### src/rtl/pc_unit.sv
// Program-counter unit: next-PC selection, RUN/EXC exception state
// machine and a small circular return-address stack.
//
//   state | meaning
//   RUN   | normal instruction flow; exc enters EXC
//   EXC   | inside handler; exc ignored, eret returns to epc
module pc_unit #(
    parameter int          WIDTH        = 32,
    parameter logic [31:0] RESET_VECTOR = 32'h0000_0000,
    parameter logic [31:0] EXC_VECTOR   = 32'h0000_0080,
    parameter int          RAS_DEPTH    = 4
) (
    input  logic             clk,
    input  logic             reset,
    input  logic             stall,
    input  logic             pcsrc,
    input  logic             jump,
    input  logic             jr,
    input  logic             link,
    input  logic             ret,
    input  logic             exc,
    input  logic             eret,
    input  logic [25:0]      instr,
    input  logic [WIDTH-1:0] rs_val,
    output logic [WIDTH-1:0] pc,
    output logic [WIDTH-1:0] pcplus4,
    output logic [WIDTH-1:0] epc,
    output logic             in_exc,
    output logic             ras_empty,
    output logic             ras_full
);

    localparam int PW = $clog2(RAS_DEPTH);
    localparam int CW = PW + 1;

    typedef enum logic {RUN, EXC} state_t;

    state_t           state, state_n;
    logic [WIDTH-1:0] pc_n, epc_n, br_tgt, j_tgt, ras_top;
    logic [WIDTH-1:0] ras_mem [RAS_DEPTH];
    logic [PW-1:0]    wp;
    logic [CW-1:0]    cnt;
    logic             push, pop;

    assign pcplus4   = pc + WIDTH'(4);
    assign br_tgt    = pcplus4 + {{(WIDTH-18){instr[15]}}, instr[15:0], 2'b00};
    assign j_tgt     = {pcplus4[WIDTH-1:28], instr, 2'b00};
    // wp points at the next free slot, so the top is one below it
    assign ras_top   = ras_mem[wp - PW'(1)];
    assign in_exc    = (state == EXC);
    assign ras_empty = (cnt == '0);
    assign ras_full  = (cnt == CW'(RAS_DEPTH));

    // Architectural state register: pc, epc and FSM state
    always_ff @(posedge clk) begin
        if (reset) begin
            state <= RUN;
            pc    <= WIDTH'(RESET_VECTOR);
            epc   <= '0;
        end else begin
            state <= state_n;
            pc    <= pc_n;
            epc   <= epc_n;
        end
    end

    // Next-PC selection in priority order; exception entry beats stall
    always_comb begin
        state_n = state;
        pc_n    = pc;
        epc_n   = epc;
        push    = 1'b0;
        pop     = 1'b0;
        if (state == RUN && exc) begin
            state_n = EXC;
            epc_n   = pc;
            pc_n    = WIDTH'(EXC_VECTOR);
        end else if (stall) begin
            pc_n = pc;
        end else if (state == EXC && eret) begin
            state_n = RUN;
            pc_n    = epc;
        end else if (jr) begin
            pc_n = rs_val;
            if (link) begin
                push = 1'b1;
            end else if (ret && !ras_empty) begin
                pop  = 1'b1;
                pc_n = ras_top;
            end
        end else if (jump) begin
            pc_n = j_tgt;
            push = link;
        end else if (pcsrc) begin
            pc_n = br_tgt;
        end else begin
            pc_n = pcplus4;
        end
    end

    // RAS pointer and occupancy; a push when full overwrites the oldest entry
    always_ff @(posedge clk) begin
        if (reset) begin
            wp  <= '0;
            cnt <= '0;
        end else if (push) begin
            wp <= wp + PW'(1);
            if (!ras_full) cnt <= cnt + CW'(1);
        end else if (pop) begin
            wp  <= wp - PW'(1);
            cnt <= cnt - CW'(1);
        end
    end

    // RAS storage; contents are don't-care after reset
    always_ff @(posedge clk) begin
        if (!reset && push) ras_mem[wp] <= pcplus4;
    end

endmodule

### config.mk
export PLATFORM = sky130hd
export DESIGN_NAME = pc_unit
export DESIGN_NICKNAME = d
export VERILOG_FILES = /design/src/rtl/pc_unit.sv
export SDC_FILE = /design/constraint.sdc
export NUM_CORES = 1
export LEC_CHECK = 0
export ABC_AREA = 1
export BUFFER_PORTS_ARGS = -buffer_cell sky130_fd_sc_hd__buf_2
export CORE_MARGIN = 1.5
export CORE_UTILIZATION = 60
export CTS_BUF_LIST = sky130_fd_sc_hd__clkbuf_4 sky130_fd_sc_hd__clkbuf_8
export DETAILED_ROUTE_END_ITERATION = 8
export PLACE_DENSITY = 0.83
export SYNTH_ARGS = -nofsm -noshare
export SYNTH_HDL_FRONTEND = slang
export SYNTH_SLANG_ARGS = --single-unit
### constraint.sdc
create_clock -name clk -period 4.1 [get_ports clk]
set_input_delay 0.205 -clock clk [delete_from_list [all_inputs] [get_ports clk]]
set_output_delay 0.205 -clock clk [all_outputs]
set_load 0.02 [all_outputs]
==> impl_metrics.yaml <==
sta:
  skew_ns: 0.01701
  finalCritPeriodShare_pct: 87.19
  rsz0062_at_grt: "false"
  fmax_mhz: 279.7
  report.final.slew_viol_count: 0
  final-setup-viol-count: 0
  finalCriticalPeriod_ns: 3.575
  slew_headroom_pct: 31.86
  worst_pin_slew_ns: 1.021
  whs_ns: 0.03672
  fin_setup_tns_ns: 0
  hold_violations: 0
global_routing:
  grt_busiest_layer: "met2"
  track_usage_pct: 39.37
  grt_pass1_wl_mm: 59.66
  grt_util_met3_pct: 8.176
  use_met2_pct: 61.87
  grt.met1_usage_pct: 54.17
  antenna_found_initial: 1
  grt_overflow: 0
  grt_pass1_vias: 10720
  grt_max_degree: 69
drt:
  drt_wl_total_mm: 39.69
  drcViolationCount: 0
  firstDrtPassIters: 6
  wl_per_cell_um: 20.44
  drt.antenna.violating_nets: 0
  dr.first_iter.drc_count: 1469
  avgViaCountPerCell: 6.005
  dr_total_vias: 11660
clock_network:
  cts_buffer_depth: 2
  cts.clk_slew.worst_paths_ns: 0.11
  cts_buffers: 17
  clock_latency_ns: 0.47
  cts_resized: 0
  tritoncts: "yes"
  root_buffer: "clkbuf_8"
  htree_levels: 4
  post_cts_buffers: 0
  numClockSinks: 198
setup_path:
  r2r_setup_slack_ns: 0.53
  crit_chain: "ha_1 -> nand3_2 -> inv_2 -> nand2_2 -> inv_2 -> nand2_1 -> nor2_2 -> nand3_1 -> nand2_1 -> inv_1 -> ha_1 -> nand2_1 -> nor2_1 -> nand2_1 -> nor2_1 -> nand2_1 -> nand3_1 -> nand3_1 -> nand2_1 -> nand2_1 -> a21oi_1"
  crit_type: "register to register"
  slowest_delay_ns: 0.48
  cp_max_fo: 7
  required_ns: 4.51
  r2r-start: "pc[2]$_SDFFE_PP0N_"
  r2r_end: "pc[27]$_SDFFE_PP0N_"
  critPathSlowestCell: "dfxtp_1"
  crit_arrival_ns: 3.98
  cp-end-kind: "register"
  startpoint_type: "register"
  reg2regPathDepth: 21
  path_buf_inv: 3
  cpLargestDelayFamily: "simple AND/OR/NAND/NOR gates"
  crit_top_cell: "nand2_1"
hold_path:
  whs_path_depth: 3
  hold_path_end: "pc[4]$_SDFFE_PP0N_"
  hold_class: "input port to register"
  worstHoldStart: "eret"
synth:
  synth_edf_count: 128
  syn_inst: 1523
  synth_seq_cells: 198
  ys.flop_type: "edfxtp_1"
  yosysWarnings: 0
  syn_area_per_cell_um2: 7.644
  syn-num-nets: 1633
  syn-cell-area_um2: 11640
  ys_seq_area_share_pct: 45.05
  ys_async_sr_fraction_pct: 0
  yosysUniqueCellTypes: 40
floorplan:
  die_w_um: 142.3
  num_rows: 50
  core-area_um2: 18890
  ios: 167
  die_y_um: 142.3
  die_area_um2: 20250
  initial_core_util_pct: 61.62
placed_design:
  io_buffers: 166
  dpl.hpwl_mm: 28.74
  place.gp.congestion: 1.050
pwr:
  leakagePower_uw: 0.005958
  pwr_density_cell_nw_per_um2: 347.3
  peakVddDrop_uv: 227.5
outcome:
  status: "complete, no violations"
layout:
  area_growth_pct: 13.04
  fillers: 1599
  seq_area_um2: 5246
  fin_nets: 1779
  drive_above_1_share_pct: 15.04
  n_antenna_cell: 0
  final_util_pct: 69.66
  multi_input_area_um2: 5509
run:
  cap_violations: 0
==> kinds of logic (layout without fill, tap and decap cells) <==
group	count (synthesis)	in the layout	synth area share, %
buffers and inverters	241	400	7.974
AND/OR/NAND/NOR	703	703	24.73
XOR/XNOR	16	16	1.268
adder cells (fa/ha/maj)	42	42	4.643
AO/OA/AOI/OAI	323	323	16.34
flip-flops	198	198	45.05
==> layout make-up <==
class,instances,share of cell area (%)
flip-flops and latches,198,39.87
clock inverters,14,1.169
repair buffers,190,7.720
clock buffers,18,1.835
inverters,178,5.077
well taps,260,2.472
multi-input cells,1084,41.86
==> Yosys cell counts (5+ instances only) <==
library cell,number,share of area (%)
a21oi_1,132,5.7
a31oi_1,8,0.43
a32o_1,19,1.6
buf_1,5,0.16
buf_2,10,0.43
clkbuf_1,45,1.5
dfxtp_1,70,12
edfxtp_1,128,33
ha_1,40,4.3
inv_1,170,5.5
nand2_1,418,13
nand2_2,6,0.32
nand3_1,76,3.3
nand3b_1,6,0.39
nand4_1,11,0.59
nor2_1,158,5.1
nor2_2,10,0.54
nor3_1,8,0.34
o211ai_1,6,0.39
o21ai_0,103,4.4
o221ai_1,32,2.4
o22ai_1,11,0.59
xor2_1,14,1.1
==> per-stage QoR <==
stage               cell area [µm²]  power [µW]  instances  worst slack [ns]
floorplan                     11640        2920       1523            0.8731
global placement              12740        3267       1908            0.5793
detailed placement            12740        3282       1908            0.5895
CTS                           13160        4540       1942            0.5467
global route                  13160        4734       1942            0.1462
finish                        13160        4570       1942            0.5252
==> placed cells by master (no fill, tap or decap), types with 2 or more instances in the layout <==
master	instances
a21oi_1	132
a221oi_1	3
a31oi_1	8
a32o_1	19
and2_1	4
buf_2	166
buf_4	22
clkbuf_8	17
clkinv_1	5
clkinv_4	2
dfxtp_1	69
dlygate4sd3_1	2
edfxtp_1	128
fa_1	2
ha_1	40
inv_1	169
inv_2	5
inv_6	4
inv_8	6
nand2_1	418
nand2_2	6
nand3_1	76
nand3_2	3
nand3b_1	6
nand4_1	11
nor2_1	152
nor2_2	11
nor2_4	6
nor3_1	8
o211ai_1	6
o21ai_0	103
o21ai_1	2
o21bai_1	4
o221ai_1	32
o22ai_1	11
xor2_1	14
==> sequential cells by signal (all words and copies together) (netlist names) <==
| name | flops |
|---|---|
| pc | 32 |
| epc | 32 |
| ras_mem | 128 |
| cnt | 3 |
| wp | 2 |
| in_exc | 1 |
==> what timing repair did <==
item / 4_1_cts / 5_1_grt
hold endpoints to repair: 2 / 0
hold buffers: 2 / 0
endpoints found under the setup margin: 0 / 0
==> where the power goes <==
part	switching [µW]	internal, µW
clock	776	521
sequential	73.8	2190
combinational	708	307
==> worst min-delay path, stage by stage <==
cell     delay, ns
buf_2         0.11
nand3_1       0.08
a31oi_1       0.07
==> worst max-delay path by stage <==
stage,from,to,cells after the start
3_5_place_dp,pc[2]$_SDFFE_PP0N_,pc[26]$_SDFFE_PP0N_,21
2_1_floorplan,pc[2]$_SDFFE_PP0N_,pc[27]$_SDFFE_PP0N_,23
4_1_cts,pc[2]$_SDFFE_PP0N_,pc[27]$_SDFFE_PP0N_,21
3_3_place_gp,pc[2]$_SDFFE_PP0N_,pc[30]$_SDFFE_PP0N_,20
5_1_grt,pc[2]$_SDFFE_PP0N_,pc[26]$_SDFFE_PP0N_,21
6_report,pc[2]$_SDFFE_PP0N_,pc[27]$_SDFFE_PP0N_,21
==> per-layer routing <==
layer / vias to the layer above / part of all wire, %
met5: - / 0.028
met4: 2 / 3.9
met3: 129 / 13
met2: 856 / 44
met1: 5265 / 39
li1: 5409 / -
No activity file was read; power rests on OpenSTA's default activity.
